## config.mk

```make
export PLATFORM = sky130hd
export DESIGN_NAME = button_scan_ctrl_flat
export DESIGN_NICKNAME = d
export VERILOG_FILES = /design/src/rtl/button_scan_ctrl_pkg.sv /design/src/rtl/button_scan_ctrl_if.sv /design/src/rtl/button_scan_ctrl_bit_sync2.sv /design/src/rtl/button_scan_ctrl.sv /design/src/flat_wrapper.sv
export SDC_FILE = /design/constraint.sdc
export NUM_CORES = 1
export LEC_CHECK = 0
export BUFFER_PORTS_ARGS = -buffer_cell sky130_fd_sc_hd__buf_2
export CORE_MARGIN = 5
export CORE_UTILIZATION = 40
export CTS_BUF_LIST = sky130_fd_sc_hd__clkbuf_4 sky130_fd_sc_hd__clkbuf_8
export CTS_CLUSTER_SIZE = 25
export DETAILED_ROUTE_END_ITERATION = 16
export MAX_ROUTING_LAYER = met4
export SYNTH_ARGS = -nofsm -noshare
export SYNTH_HDL_FRONTEND = slang
export SYNTH_HIERARCHICAL = 1
export SYNTH_SLANG_ARGS = --single-unit
```

## constraint.sdc

```tcl
create_clock -name clk -period 2.6 [get_ports clk]
set_clock_uncertainty 0.2 [all_clocks]
set_input_delay 0.39 -clock clk [delete_from_list [all_inputs] [get_ports clk]]
set_output_delay 0.39 -clock clk [all_outputs]
set_load 0.02 [all_outputs]
```

## src/rtl/button_scan_ctrl_pkg.sv

```systemverilog
// Shared definitions for the button scan/debounce controller.
// Holds the state encoding, default sizes and a width helper.
package button_scan_pkg;

  localparam logic [1:0] S_SCAN   = 2'd0;
  localparam logic [1:0] S_QUAL   = 2'd1;
  localparam logic [1:0] S_COMMIT = 2'd2;

  localparam int DEF_N_BTN         = 4;
  localparam int DEF_STABLE_CYCLES = 8;

  typedef enum logic [1:0] {
    ST_SCAN   = S_SCAN,
    ST_QUAL   = S_QUAL,
    ST_COMMIT = S_COMMIT
  } scan_state_e;

  // Bits needed to encode values 0..value-1.
  function automatic int clog2(input int value);
    int r;
    int v;
    r = 0;
    v = value - 1;
    while (v > 0) begin
      r++;
      v = v >> 1;
    end
    return r;
  endfunction

endpackage

```

## src/rtl/button_scan_ctrl_if.sv

```systemverilog
// Single-entry press-event port towards the CPU step/run logic.
// The controller drives valid/id, the consumer answers with ready.
interface button_scan_ctrl_if #(
  parameter int ID_W = 2
);

  logic            evt_valid;
  logic [ID_W-1:0] evt_id;
  logic            evt_ready;

  modport master (
    output evt_valid,
    output evt_id,
    input  evt_ready
  );

  modport slave (
    input  evt_valid,
    input  evt_id,
    output evt_ready
  );

endinterface

```

## src/rtl/button_scan_ctrl_bit_sync2.sv

```systemverilog
// Two-flop synchronizer for one asynchronous button input.
module bit_sync2 (
  input  logic clk,
  input  logic nclear,
  input  logic d_i,
  output logic q_o
);

  logic meta_q;
  logic sync_q;

  always_ff @(posedge clk or negedge nclear) begin
    if (!nclear) begin
      meta_q <= 1'b0;
      sync_q <= 1'b0;
    end else begin
      meta_q <= d_i;
      sync_q <= meta_q;
    end
  end

  assign q_o = sync_q;

endmodule

```

## src/rtl/button_scan_ctrl.sv

```systemverilog
// Round-robin debounce controller: one stability counter shared by all buttons,
// debounced levels, press pulses and a single-slot press event port.
module button_scan_ctrl
  import button_scan_pkg::*;
#(
  parameter int N_BTN         = DEF_N_BTN,
  parameter int STABLE_CYCLES = DEF_STABLE_CYCLES,
  parameter int CNT_W         = clog2(STABLE_CYCLES + 1),
  parameter int ID_W          = clog2(N_BTN)
) (
  input  logic              clk,
  input  logic              nclear,
  input  logic [N_BTN-1:0]  bt,
  input  logic              enable,
  output logic [N_BTN-1:0]  level,
  output logic [N_BTN-1:0]  press,
  output logic              overflow,
  output logic              busy,
  button_scan_ctrl_if.master evt
);

  localparam logic [ID_W-1:0]  LAST_IDX   = ID_W'(N_BTN - 1);
  localparam logic [CNT_W-1:0] STABLE_CNT = CNT_W'(STABLE_CYCLES);

  logic [N_BTN-1:0] sync_s;

  for (genvar g = 0; g < N_BTN; g++) begin : g_sync
    bit_sync2 u_sync (
      .clk    (clk),
      .nclear (nclear),
      .d_i    (bt[g]),
      .q_o    (sync_s[g])
    );
  end

  scan_state_e      state_q, state_d;
  logic [CNT_W-1:0] cnt_q, cnt_d;
  logic [ID_W-1:0]  idx_q, idx_d;
  logic [N_BTN-1:0] level_q, level_d;
  logic [N_BTN-1:0] press_q, press_d;
  logic             evt_valid_q, evt_valid_d;
  logic [ID_W-1:0]  evt_id_q, evt_id_d;
  logic             overflow_q, overflow_d;

  logic            cur_s;
  logic            cur_l;
  logic            load;
  logic [ID_W-1:0] next_idx;

  assign cur_s    = sync_s[idx_q];
  assign cur_l    = level_q[idx_q];
  assign next_idx = (idx_q == LAST_IDX) ? '0 : idx_q + ID_W'(1);

  // The scan state machine: a mismatch on the current button starts the shared
  // counter, any agreeing sample throws the qualification away.
  always_comb begin
    state_d = state_q;
    cnt_d   = cnt_q;
    idx_d   = idx_q;
    level_d = level_q;
    press_d = '0;
    load    = 1'b0;
    if (!enable) begin
      state_d = ST_SCAN;
      cnt_d   = '0;
    end else begin
      case (state_q)
        ST_SCAN: begin
          if (cur_s != cur_l) begin
            cnt_d   = CNT_W'(1);
            state_d = ST_QUAL;
          end else begin
            idx_d = next_idx;
          end
        end
        ST_QUAL: begin
          if (cur_s == cur_l) begin
            cnt_d   = '0;
            idx_d   = next_idx;
            state_d = ST_SCAN;
          end else begin
            cnt_d = cnt_q + CNT_W'(1);
            if (cnt_q + CNT_W'(1) == STABLE_CNT) begin
              state_d = ST_COMMIT;
            end
          end
        end
        ST_COMMIT: begin
          level_d[idx_q] = ~cur_l;
          cnt_d          = '0;
          idx_d          = next_idx;
          state_d        = ST_SCAN;
          if (!cur_l) begin
            press_d[idx_q] = 1'b1;
            load           = 1'b1;
          end
        end
        default: begin
          state_d = ST_SCAN;
          cnt_d   = '0;
        end
      endcase
    end
  end

  // A handshake frees the slot in the same cycle, so a simultaneous load still lands.
  always_comb begin
    evt_valid_d = evt_valid_q;
    evt_id_d    = evt_id_q;
    overflow_d  = overflow_q;
    if (evt_valid_q && evt.evt_ready) begin
      evt_valid_d = 1'b0;
    end
    if (load) begin
      if (!evt_valid_q || evt.evt_ready) begin
        evt_valid_d = 1'b1;
        evt_id_d    = idx_q;
      end else begin
        overflow_d = 1'b1;
      end
    end
  end

  always_ff @(posedge clk or negedge nclear) begin
    if (!nclear) begin
      state_q     <= ST_SCAN;
      cnt_q       <= '0;
      idx_q       <= '0;
      level_q     <= '0;
      press_q     <= '0;
      evt_valid_q <= 1'b0;
      evt_id_q    <= '0;
      overflow_q  <= 1'b0;
    end else begin
      state_q     <= state_d;
      cnt_q       <= cnt_d;
      idx_q       <= idx_d;
      level_q     <= level_d;
      press_q     <= press_d;
      evt_valid_q <= evt_valid_d;
      evt_id_q    <= evt_id_d;
      overflow_q  <= overflow_d;
    end
  end

  assign level         = level_q;
  assign press         = press_q;
  assign overflow      = overflow_q;
  assign busy          = (state_q != ST_SCAN);
  assign evt.evt_valid = evt_valid_q;
  assign evt.evt_id    = evt_id_q;

endmodule

```

## src/flat_wrapper.sv

```systemverilog
// flat-port wrapper written by rule: the top's interface ports become plain ports
module button_scan_ctrl_flat import button_scan_pkg::*;
#(
  parameter int N_BTN         = DEF_N_BTN,
  parameter int STABLE_CYCLES = DEF_STABLE_CYCLES,
  parameter int CNT_W         = clog2(STABLE_CYCLES + 1),
  parameter int ID_W          = clog2(N_BTN)
)
  (clk, nclear, bt, enable, level, press, overflow, busy, evt_evt_valid, evt_evt_id, evt_evt_ready);
  button_scan_ctrl_if #(.ID_W(ID_W)) evt_i ();
  input  logic clk;
  input  logic nclear;
  input  logic [N_BTN-1:0] bt;
  input  logic enable;
  output logic [N_BTN-1:0] level;
  output logic [N_BTN-1:0] press;
  output logic overflow;
  output logic busy;
  output wire logic [$bits(evt_i.evt_valid)-1:0] evt_evt_valid;
  output wire logic [$bits(evt_i.evt_id)-1:0] evt_evt_id;
  input wire logic [$bits(evt_i.evt_ready)-1:0] evt_evt_ready;
  assign evt_evt_valid = evt_i.evt_valid;
  assign evt_evt_id = evt_i.evt_id;
  assign evt_i.evt_ready = evt_evt_ready;
  button_scan_ctrl #(.N_BTN(N_BTN), .STABLE_CYCLES(STABLE_CYCLES), .CNT_W(CNT_W), .ID_W(ID_W)) u_core (.clk(clk), .nclear(nclear), .bt(bt), .enable(enable), .level(level), .press(press), .overflow(overflow), .busy(busy), .evt(evt_i));
endmodule
```

==> results of run 1 <==
logic make-up (layout without fill, tap and decap cells):
family	Yosys count	in the layout	synth area share [%]
flops	28	28	60.9
buf+inv	3	31	0.978
mux	6	6	8.15
simple gates	30	30	13.9
compound gates	11	11	5.98
xor+xnor	4	4	4.67
fa+ha+maj	5	5	5.43
cell type report:
class	instances	area (sq um)
Tap cell	31	38.8
Timing Repair Buffer	25	150
Clock buffer	4	36.3
Inverter	2	7.51
Multi-Input combinational cell	56	439
Sequential cell	28	701
Fill cell	227	1390
synth_stat cells:
master,instances
a211oi_1,1
a21o_1,4
a21oi_1,4
a31oi_1,1
and2_1,1
and3b_1,1
clkbuf_1,1
dfrtp_1,28
ha_1,5
inv_1,2
mux2_1,1
mux2_2,3
mux4_1,1
mux4_2,1
nand2_1,4
nand2b_1,2
nand3_1,5
nand3b_1,1
nor2_1,8
nor2b_1,1
nor3_1,2
o21ai_1,1
or2_2,2
or3b_1,3
xnor2_1,1
xor2_1,2
xor2_4,1
state kept, by name (all words and copies together), names as in the netlist, 2 cells and up:
register	flops
u_core/evt.evt_id	2
u_core/press	4
u_core/state_q	2
u_core/cnt_q	4
u_core/level	4
u_core/g_sync.u_sync/q_o	4
u_core/idx_q	2
u_core/g_sync.u_sync/meta_q	4
routing by layer:
layer	vias up	routed length (um)	part of all wire, %	GRT usage (%)
li1	354	-	-	-
met1	355	885	46	14.5
met2	20	898	47	16.9
met3	4	113	5.9	3.02
met4	0	29	1.5	4.68
met5	-	0	0	-
power by group through the flow:
| stage | clock (mW) | combinational (mW) | sequential [mW] |
|---|---|---|---|
| 4_1_cts | 0.218 | 0.204 | 0.531 |
| 5_1_grt | 0.236 | 0.228 | 0.541 |
| 3_5_place_dp | 0 | 0.198 | 0.539 |
| 3_3_place_gp | 0 | 0.186 | 0.534 |
| 2_1_floorplan | 0 | 0.155 | 0.513 |
| 6_report | 0.211 | 0.201 | 0.529 |
what timing repair did:
item                                   CTS  global route
endpoints found under the hold margin   32             0
hold buffers                             5             0
setup buffers                            0             0
worst min path at each step:
| stage | end | slack [ns] | cells past startpoint |
|---|---|---|---|
| detailed placement | u_core/g_sync[2].u_sync/q_o$_DFF_PN0_ | 0.13 | 0 |
| global placement | u_core/g_sync[1].u_sync/q_o$_DFF_PN0_ | 0.13 | 0 |
| finish | u_core/g_sync[2].u_sync/q_o$_DFF_PN0_ | 0.16 | 0 |
| global route | u_core/overflow$_DFFE_PN0P_ | 0.18 | 3 |
| floorplan | u_core/cnt_q[0]$_DFFE_PN0P_ | -0.11 | 0 |
| CTS | u_core/g_sync[2].u_sync/q_o$_DFF_PN0_ | 0.17 | 0 |
stage by stage:
step	worst slack [ns]	total power, mW	std cells
5_1_grt	0.146	1.01	146
4_1_cts	0.240	0.953	146
3_5_place_dp	0.264	0.737	137
2_1_floorplan	0.435	0.669	87
3_3_place_gp	0.333	0.720	137
6_report	0.240	0.941	146
critical path, delay by kind of cell, from the launching register on:
kind | cells | cell delay, ns
muxes | 2 | 1.04
xor gates and xnor gates | 1 | 0.26
DFF | 1 | 0.54
AOI/OAI and AO/OA | 1 | 0.23
==> impl_results.md, run 1 <==
- Status: completed
- R2r worst-path depth: 4
- Worst min path class: reg2reg
- Initial core utilization: 41.7%
- Final core occ: 49.8%
- Crit path time final: 2.36 ns
- HPWL Detailed: 1370 um
- Final Cell Area: 1370 sq um
- Reg-to-Reg Start: u_core/idx_q[0]$_DFFE_PN0P_
- Routed WL: 1930 um
- Mapped Area: 1150 sq um
- Final hold violations: 0
- DIE AREA: 4050 sq um
- # clock sinks: 28
- CP startpoint: u_core/idx_q[0]$_DFFE_PN0P_
- Clock Pin Slew Worst Setup and Hold Paths: 0.15 ns
- Synthesized flop and latch total: 28
- CTS resizes: 0
- Die extent in x: 63.6 um
- Vias in the first global route: 752
- RR Endpoint: u_core/idx_q[1]$_DFFE_PN0P_
- H-tree depth: 1
- Max_cap viols: 0
- Crit path launch type: flip-flop
- ANT cells: 0
- CTS buffer count: 3
- GRT overflow: 0
- Crit-path max FO: 9
- Commonest non-fill, non-tap cell in the layout: dfrtp_1
- P_int: 0.650 mW
- Dpl cell area: 1290 sq um
- Slew HR: 59.4%
- CP max stage delay: 0.68 ns
- Antenna-violating nets left: 0
- Drt initial violations: 46
- CTS root buf: clkbuf_4
- Synth area leaders: dfrtp_1 (61%), ha_1 (5.4%), mux2_2 (2.9%), a21o_1 (2.6%), nor2_1 (2.6%)
- Comb power frac: 21.4%
- Top cell type's share of synthesized area: 60.9%
- Later-pin clock latency in the skew report: 0.33 ns
- Sw Pwr: 0.291 mW
- CP Cell Sequence: mux4_2 -> xor2_4 -> o21ai_1 -> mux2_2
- Post-Synthesis Cells: 87
- Number of synthesis warnings: 6
- Slew @ Worst Pin: 0.610 ns
- Remaining DRCs: 0
- Final hold slack: 0.164 ns
- CORE AREA: 2760 sq um
- Clock power share: 22.4%
- CP endpoint: u_core/idx_q[1]$_DFFE_PN0P_
- Max-slew violations: 0
- Via density: 5.02
- Switching share of power: 30.9%
- Final #Nets: 129
- Pwr Density: 685 nW/um^2
- GR Util All Layers: 11.3%
- Crit share post-route: 90.8%
- DR pass1 iterations: 4
- Routability cong.: 0.709
- R2r setup slk: 0.24 ns
- WP data required: 2.63 ns
- First-pass GRT wire length: 3540 um
- Final setup violation count: 0
- FMAX: 0.424 GHz
- Post-route setup TNS: 0 ns
- Vias after detailed routing: 733
- Min-delay src: u_core/g_sync[2].u_sync/meta_q$_DFF_PN0_
- Leakage: 0.733 nW
- Initial antenna violation count: 0
- IO Pins: 21
- Netlist cell types: 27
- Worst EP arrival: 2.39 ns
- Share of layout cells above drive strength 1: 27.0%
- Row cnt: 19
- Mapped Avg Cell Area: 13.2 sq um
- PortBufs: 20
- Register area share after synthesis: 60.9%
- Worst Setup Path Type: reg2reg
- Syn-to-layout area delta: 19.2%
- CTS tree: built
- Clock Path Buffers: 2
- Routed WL per cell: 13.2 um
- Die Height: 63.6 um
- Crit path max-delay cell type: mux4_2
- Largest area contributor in the netlist: dfrtp_1
- Worst vdd ir: 421 uV
- Crit. End Element: flip-flop
- Commonest non-fill, non-tap cells in the layout: dfrtp_1 (28), buf_2 (20), nor2_1 (8)
- Largest net degree at the start of global routing: 29
- Part of the power in registers: 56.2%
- Syn_nets: 100
- RSZ-0062 raised after global routing: false
No activity file was read; power rests on OpenSTA's default activity.
==> run 2: changes to the inputs <==
--- a/config.mk
+++ b/config.mk
@@ -9,6 +9,7 @@
 export CORE_MARGIN = 5
 export CORE_UTILIZATION = 40
 export CTS_BUF_LIST = sky130_fd_sc_hd__clkbuf_4 sky130_fd_sc_hd__clkbuf_8
+export CTS_CLUSTER_DIAMETER = 200
 export CTS_CLUSTER_SIZE = 25
 export DETAILED_ROUTE_END_ITERATION = 16
 export MAX_ROUTING_LAYER = met4
==> constraint.sdc (replaced) <==
create_clock -name clk -period 2.6 [get_ports clk]
set_clock_uncertainty 0.2 [all_clocks]
set_input_delay 0 -clock clk [delete_from_list [all_inputs] [get_ports clk]]
set_output_delay 0 -clock clk [all_outputs]
set_load 0.02 [all_outputs]
==> run 2 against run 1 <==
Compared with the run above: the flow now finishes with violations (hold timing); non-clock buffer count up 3; sequential power is essentially flat; combinational power barely moved; via count is 1.8% higher; maximum frequency barely moved; critical path depth stayed put; die area unchanged; global-route usage is 0.15 points higher; largest cell class unchanged; highest routed layer unchanged.
==> impl_results.md, run 2 (same netlist as run 1, synthesis figures left out) <==
- Vias in the first global route: 767 (+2.0%)
- DR pass1 iterations: 4 (unchanged)
- # fillers: 225 (-0.88%)
- Crit share post-route: 90.7% (about the same)
- CTS tree: built
- WP buf/inv: 0 (unchanged)
- Final setup violation count: 0 (unchanged)
- RSZ-0062 raised after global routing: false
- Leakage: 0.749 nW (+2.1%)
- GRT overflow: 0 (unchanged)
- Die Height: 63.6 um (unchanged)
- Slew @ Worst Pin: 0.596 ns (-0.0132 ns)
- Crit. End Element: flip-flop
- ANT cells: 0 (unchanged)
- Failing checks: hold timing
- Non-filler cells, final: 149 (+2.1%)
- Later-pin clock latency in the skew report: 0.33 ns (about the same)
- Via density: 5.01 (-0.28%)
- Drt initial violations: 39 (-15%)
- Routed WL per cell: 13.0 um (-1.3%)
- Met1 usage: 14.9% (+0.34 points)
- Worst vdd ir: 422 uV (+0.36%)
- Clock Pin Slew Worst Setup and Hold Paths: 0.15 ns (about the same)
- Antenna-violating nets left: 0 (unchanged)
- Placed Cells: 137 (unchanged)
- Remaining DRCs: 0 (unchanged)
- Status: finished, violations left
- # clock sinks: 28 (unchanged)
- CTS root buf: clkbuf_4
- CP delay by family, top: multiplexers
- Crit path launch type: flip-flop
- Final #Nets: 132 (+2.3%)
- CP max stage delay: 0.68 ns (about the same)
- Commonest non-fill, non-tap cell in the layout: dfrtp_1
- Initial core utilization: 41.7% (unchanged)
- Post-route setup TNS: 0 ns (unchanged)
- FMAX: 0.424 GHz (about the same)
- Max-slew violations: 0 (unchanged)
- Clock Path Buffers: 2 (unchanged)
- Final hold violations: 14 (+14)
- Share of layout cells above drive strength 1: 26.3% (-0.69 points)
- Worst EP arrival: 2.39 ns (about the same)
- Worst Setup Path Type: reg2reg
- First-pass GRT wire length: 3600 um (+1.8%)
- Routability cong.: 0.709 (unchanged)
- CP Cell Sequence: mux4_2 -> xor2_4 -> o21ai_1 -> mux2_2
- Crit path max-delay cell type: mux4_2
- IO Pins: 21 (unchanged)
- R2r setup slk: 0.24 ns (about the same)
- CORE AREA: 2760 sq um (unchanged)
- Syn-to-layout area delta: 21.8%
- WP data required: 2.64 ns (about the same)
- PortBufs: 20 (unchanged)
- HPWL Detailed: 1370 um (unchanged)
- Final hold slack: -0.0109 ns (-0.175 ns)
- GR peak layer: met2
- Final Cell Area: 1400 sq um (+2.2%)
- GR met2 Demand/Resource: 17.0% (+0.13 points)
- Vias after detailed routing: 746 (+1.8%)
- Commonest non-fill, non-tap cells in the layout: dfrtp_1 (28), buf_2 (20), dlygate4sd3_1 (8), nor2_1 (8)
- Dpl cell area: 1290 sq um (unchanged)
- Post-CTS Hold Buffers: 8 (+3)
- Met3 usage: 3.02% (unchanged)
- CTS resizes: 0 (unchanged)
- Max_cap viols: 0 (unchanged)
- Die extent in x: 63.6 um (unchanged)
- Crit path time final: 2.36 ns (-0.000930 ns)
- Worst min path class: in2async
- Row cnt: 19 (unchanged)
- Initial antenna violation count: 0 (unchanged)
- Reg-to-Reg Start: u_core/idx_q[0]$_DFFE_PN0P_
- R2r worst-path depth: 4 (unchanged)
- Crit-path max FO: 9 (unchanged)
- GR Util All Layers: 11.5% (+0.15 points)
- Routed WL: 1940 um (+0.73%)
- Post-CTS Setup Bufs: 0 (unchanged)
- Pwr Density: 673 nW/um^2 (-1.8%)
- RR Endpoint: u_core/idx_q[1]$_DFFE_PN0P_
- Slew HR: 60.2% (+0.88 points)
- DIE AREA: 4050 sq um (unchanged)
- H-tree depth: 1 (unchanged)
- Largest net degree at the start of global routing: 29 (unchanged)
- CTS buffer count: 3 (unchanged)
-- run 2: changes by cell type in the layout (fill, tap and decap cells not counted) --
cell | before | now
dlygate4sd3_1 | 5 | 8
-- run 2: report_power, final --
group | internal, mW | switching [mW]
logic | 0.0974 | 0.106
clock network | 0.0857 | 0.126
registers | 0.469 | 0.0596
total | 0.652 | 0.291
-- run 2: metrics by stage --
stage / utilization, % / hold slack (ns) / setup WS [ns] / power, mW
2_1_floorplan: - / -0.496 / 0.435 / 0.669
3_3_place_gp: 46.6 / -0.163 / 0.333 / 0.720
3_5_place_dp: 46.6 / -0.154 / 0.264 / 0.737
4_1_cts: 50.9 / 0.0160 / 0.240 / 0.955
5_1_grt: 50.9 / 0.0434 / 0.144 / 1.01
6_report: 50.9 / -0.0109 / 0.241 / 0.944
-- run 2: worst reg2reg max path, cell delays in order (launching register included) --
cell and delay [ns]:
dfrtp_1 0.54, mux4_2 0.68, xor2_4 0.26, o21ai_1 0.23, mux2_2 0.36
-- run 2: layer usage --
metal | wire length (um) | up-vias
met2 | 918 | 20
met5 | 0 | -
met1 | 880 | 362
li1 | - | 360
met3 | 113 | 4
met4 | 29 | 0
-- run 2: layout make-up --
type / instances / area, sq um / share of cell area [%]
multi-input cells: 56 / 439 / 31.3
clock buffers: 4 / 36.3 / 2.59
repair buffers: 28 / 180 / 12.8
well taps: 31 / 38.8 / 2.77
flip-flops and latches: 28 / 701 / 50.0
inverters: 2 / 7.51 / 0.535
-- run 2: worst max path at each step --
stage,slack (ns),cells past startpoint,endpoint,from
2_1_floorplan,0.44,4,u_core/idx_q[1]$_DFFE_PN0P_,u_core/idx_q[0]$_DFFE_PN0P_
4_1_cts,0.24,4,u_core/idx_q[1]$_DFFE_PN0P_,u_core/idx_q[0]$_DFFE_PN0P_
6_report,0.24,4,u_core/idx_q[1]$_DFFE_PN0P_,u_core/idx_q[0]$_DFFE_PN0P_
3_5_place_dp,0.26,4,u_core/idx_q[1]$_DFFE_PN0P_,u_core/idx_q[0]$_DFFE_PN0P_
3_3_place_gp,0.33,4,u_core/idx_q[1]$_DFFE_PN0P_,u_core/idx_q[0]$_DFFE_PN0P_
5_1_grt,0.14,4,u_core/overflow$_DFFE_PN0P_,u_core/idx_q[0]$_DFFE_PN0P_
